<file path="config.mk">
export PLATFORM = sky130hd
export DESIGN_NAME = alu_operand_loader
export DESIGN_NICKNAME = d
export VERILOG_FILES = /design/src/rtl/alu_operand_loader.sv
export SDC_FILE = /design/constraint.sdc
export NUM_CORES = 1
export LEC_CHECK = 0
export CAP_MARGIN = 20
export CORE_AREA = 2 2 39 41
export CTS_BUF_LIST = sky130_fd_sc_hd__clkbuf_8
export DETAILED_ROUTE_END_ITERATION = 8
export DIE_AREA = 0 0 41 43
export DONT_BUFFER_PORTS = 1
export MAX_ROUTING_LAYER = met4
export SYNTH_ARGS = -nofsm -noshare
export SYNTH_HDL_FRONTEND = slang
export SYNTH_SLANG_ARGS = --single-unit
</file>
<file path="constraint.sdc">
create_clock -name clk -period 2.1 [get_ports clk]
set_input_delay 0.315 -clock clk [delete_from_list [all_inputs] [get_ports clk]]
set_output_delay 0.315 -clock clk [all_outputs]
set_load 0.02 [all_outputs]
</file>
<file path="src/rtl/alu_operand_loader.sv">
// -----------------------------------------------------------------------------
// alu_operand_loader
//
// Operand-capture stage for the ALU logical units (AND/OR/XOR/NOT). Two
// operands are entered one after the other on a shared input bus. Each rising
// edge of the load strobe captures the bus into the next operand register:
// x first, then y. Once both operands are loaded, x and y are held stable and
// op_valid is raised. The downstream unit acknowledges with op_ack, and entry
// then restarts at x.
//
// Ports
//   clk       in   1      system clock, rising edge
//   rst_n     in   1      asynchronous, active-low reset
//   din       in   WIDTH  shared operand input bus (switches)
//   load      in   1      load strobe (level); only its rising edge acts
//   clear     in   1      synchronous clear; aborts entry and zeroes operands
//   op_ack    in   1      downstream consumed x/y; only honoured in READY
//   x         out  WIDTH  registered operand x
//   y         out  WIDTH  registered operand y
//   op_valid  out  1      x and y are both loaded and stable
//   stage     out  2      current state: 00 LOAD_X, 01 LOAD_Y, 10 READY
// -----------------------------------------------------------------------------
module alu_operand_loader #(
   parameter int WIDTH = 4
) (
   input  logic             clk,
   input  logic             rst_n,
   input  logic [WIDTH-1:0] din,
   input  logic             load,
   input  logic             clear,
   input  logic             op_ack,
   output logic [WIDTH-1:0] x,
   output logic [WIDTH-1:0] y,
   output logic             op_valid,
   output logic [1:0]       stage
);

   typedef enum logic [1:0] {
      LOAD_X = 2'b00,
      LOAD_Y = 2'b01,
      READY  = 2'b10
   } state_t;

   state_t           state;
   state_t           state_nxt;
   logic [WIDTH-1:0] x_nxt;
   logic [WIDTH-1:0] y_nxt;
   logic             valid_nxt;
   logic             load_d;
   logic             load_rise;

   // load_d resets to 0. A strobe that is already high when reset is released
   // therefore counts as a rise on the first clock edge.
   assign load_rise = load & ~load_d;
   assign stage     = state;

   // NOTE: sequential state uses non-blocking (<=) so every register samples
   // the pre-edge values; blocking here would create order-dependent races.
   always_ff @(posedge clk or negedge rst_n) begin
      if (!rst_n) begin
         state    <= LOAD_X;
         x        <= '0;
         y        <= '0;
         op_valid <= 1'b0;
         load_d   <= 1'b0;
      end else begin
         state    <= state_nxt;
         x        <= x_nxt;
         y        <= y_nxt;
         op_valid <= valid_nxt;
         // Keeps tracking during clear, so a load held through clear is not
         // seen as a fresh rise afterwards.
         load_d   <= load;
      end
   end

   // NOTE: every output of this block gets a default (hold) first, so no path
   // leaves a signal unassigned and no latch is inferred.
   always_comb begin
      state_nxt = state;
      x_nxt     = x;
      y_nxt     = y;
      valid_nxt = op_valid;

      if (clear) begin
         state_nxt = LOAD_X;
         x_nxt     = '0;
         y_nxt     = '0;
         valid_nxt = 1'b0;
      end else begin
         case (state)
            LOAD_X: begin
               if (load_rise) begin
                  x_nxt     = din;
                  state_nxt = LOAD_Y;
               end
            end
            LOAD_Y: begin
               if (load_rise) begin
                  y_nxt     = din;
                  valid_nxt = 1'b1;
                  state_nxt = READY;
               end
            end
            READY: begin
               // Operands are frozen here; a load edge is dropped. The ack
               // returns to LOAD_X but leaves x/y in place for the next capture
               // to overwrite.
               if (op_ack) begin
                  valid_nxt = 1'b0;
                  state_nxt = LOAD_X;
               end
            end
            default: begin
               // Unused encoding 11: recover to LOAD_X and keep the operands.
               state_nxt = LOAD_X;
               valid_nxt = 1'b0;
            end
         endcase
      end
   end

endmodule

</file>
==> results.py <==
metrics = {
    "power": {
        "power_frac_seq": 0.482,
        "vdd_drop_max_mv": 0.3166,
        "leakagePower_nw": 0.2568,
        "powerDensity_nw_per_um2": 937.3,
        "switchingPower_w": 0.0001201,
        "p_comb_frac": 0.056,
        "p_int_w": 0.0004217,
        "p_sw_frac": 0.2217,
        "clockPowerShare": 0.462,
    },
    "global_routing": {
        "grt-ovfl-total": 0,
        "grt_usage": 0.1435,
        "grt_pass1_wl_mm": 1.511,
        "grt_antenna_before_repair": 0,
        "first_global_vias": 331,
        "grt_max_degree": 13,
    },
    "detailed_routing": {
        "route.detailed.drc": 0,
        "vias": 318,
        "antenna_left": 0,
        "drt_iter0_drc": 9,
        "routedWlPerCell_um": 16.35,
        "dr.pass1.iters": 4,
        "wirelength_um": 981,
        "routed_via_density": 5.300,
    },
    "final_layout": {
        "fin_cells": 60,
        "regArea_um2": 300.3,
        "layout_common_cells": "dfrtp_1, nor2_1, mux2i_1",
        "multi_input_area_um2": 192.7,
        "fillers": 128,
        "final_layout_size_suffix_gt1_frac": 0.1136,
        "num_antenna_cells": 0,
        "utilization": 0.4177,
        "area_growth_pct": 14.64,
        "nets": 54,
        "final_common_cell": "dfrtp_1",
    },
    "placed_design": {
        "dp_hpwl_um": 714.4,
        "pre_cts_ws_ns": 0.6636,
        "place_congestion": 0.7076,
        "dp_cells": 55,
        "port_buffers": 0,
    },
    "synthesis": {
        "synth_nets": 50,
        "syn_inst": 41,
        "postSynthAreaPerCell_um2": 12.30,
        "seq_area_frac_synth": 0.5955,
        "synth.largest_area_cell": "dfrtp_1",
        "synth_top_area_frac": 0.5955,
        "synthDistinctLibCells": 12,
        "ys_ff_latch": 12,
        "ys_warn_count": 0,
        "synth_area_um2": 504.2,
        "synthTopCellsByArea": "dfrtp_1, mux2i_1, nor2_1",
    },
    "worst_setup_path": {
        "critPathLaunchType": "flip-flop",
        "end_kind": "flip-flop",
        "critical_path.max_fanout": 6,
        "critical_path_arrival_ns": 1.58,
        "crit_type": "flip-flop to flip-flop",
        "cp.required_ns": 2.23,
    },
    "sta": {
        "fin_setup_tns_ns": 0,
        "relSlewSlack": 0.6388,
        "finalCritPeriodShare": 0.6915,
        "final-hold-violation-count": 0,
        "finClkSkew_ns": 0.001054,
        "setup_viol_count_final": 0,
        "rsz0062_at_grt": "false",
        "max_freq_ghz": 0.6887,
        "timing.hold.ws_ns": 0.1001,
        "fin_ws_ns": 0.6480,
        "final-max-slew-violation-count": 0,
        "min_period_ns": 1.452,
        "tightestPinTransition_ns": 0.5400,
    },
    "hold_path": {
        "hp-class": "primary input to flip-flop",
    },
    "clock_tree": {
        "cts-root-buf": "clkbuf_8",
        "clockBufferDepth": 2,
        "cts.sinks": 12,
        "numCtsBuffers": 3,
        "clk_latency_ns": 0.24,
        "cts_tree": "yes",
        "clk_pin_slew_ns": 0.05,
        "htree_levels": 1,
        "postCtsSetupBuffers": 0,
    },
    "outcome": {
        "status": "completed",
    },
    "die": {
        "core-area_um2": 1384,
        "die-height_um": 43,
        "die_area_um2": 1763,
        "start_util": 0.3644,
        "row_count": 14,
        "die_w_um": 41,
        "ios": 20,
    },
    "flow_run": {
        "drv_cap": 0,
    },
}
-- worst max-delay path, cell delays in order (launching register included) --
cell      delay [ns]
dfrtp_1         0.51
and4bb_1        0.54
mux2i_1         0.24
nor2_1          0.06
-- cells by family (layout without fill, tap and decap cells) --
family                    after synthesis  count (layout)  synth area share
AOI/OAI and AO/OA                       3               3           0.02977
xor gates and xnor gates                1               1           0.01737
buffers and inverters                   2               5           0.02233
DFF                                    12              12            0.5955
muxes                                   8               8            0.1588
and+or+nand+nor                        15              15            0.1762
-- layer usage --
metal / global-route usage / up-vias / routed length [um]
li1: - / 144 / -
met1: 0.1497 / 151 / 407
met2: 0.1938 / 18 / 458
met3: 0.05236 / 5 / 77
met4: 0.1400 / 0 / 38
met5: - / - / 0
-- repair_timing --
action,CTS,global route
endpoints found under the hold margin,12,0
resized for setup,0,0
hold buffers,1,0
-- cell type report --
class | count | area share
tap | 16 | 0.03463
multi-input combinational | 27 | 0.3333
sequential | 12 | 0.5195
clock buffer | 4 | 0.09524
timing repair buffer | 1 | 0.01732
-- sequential cells by signal (all words and copies together) (netlist names) --
signal,count
stage,2
y,4
op_valid,1
load_d,1
x,4
-- stage by stage --
| step | area (um^2) | total power, W |
|---|---|---|
| finish | 578.1 | 0.0005418 |
| global route | 578.1 | 0.0005640 |
| CTS | 578.1 | 0.0005503 |
| detailed placement | 513.0 | 0.0002901 |
| global placement | 513.0 | 0.0002888 |
| floorplan | 504.2 | 0.0002879 |
-- worst paths after layout --
check / startpoint / to / slack (ns) / cells after the start
max: stage[1] / y[2] / 0.65 / 3
min: load / load_d / 0.10 / 0
max reg2reg: stage[1] / y[2] / 0.65 / 3
min reg2reg: y[3] / y[3] / 0.67 / 2
max in group asynchronous: rst_n / stage[0] / 1.25 / 1
min in group asynchronous: rst_n / y[3] / 0.50 / 1
-- synth_stat cells (all sizes together) --
cell,n
dfrtp,12
and4bb,1
xnor2,1
mux2i,8
o21ai,1
nor2b,1
nor3,1
nor4b,1
buf,1
nor2,11
clkbuf,1
a21oi,2
-- power groups by stage --
stage | registers, W | clock network [W] | logic (W)
after floorplan | 0.000263 | 0 | 0.0000251
after global placement | 0.000265 | 0 | 0.0000237
after detailed placement | 0.000265 | 0 | 0.0000247
after CTS | 0.000261 | 0.000258 | 0.0000311
after global routing | 0.000263 | 0.000268 | 0.0000333
final | 0.000261 | 0.000250 | 0.0000302
Power figures use the tool's default switching activity.
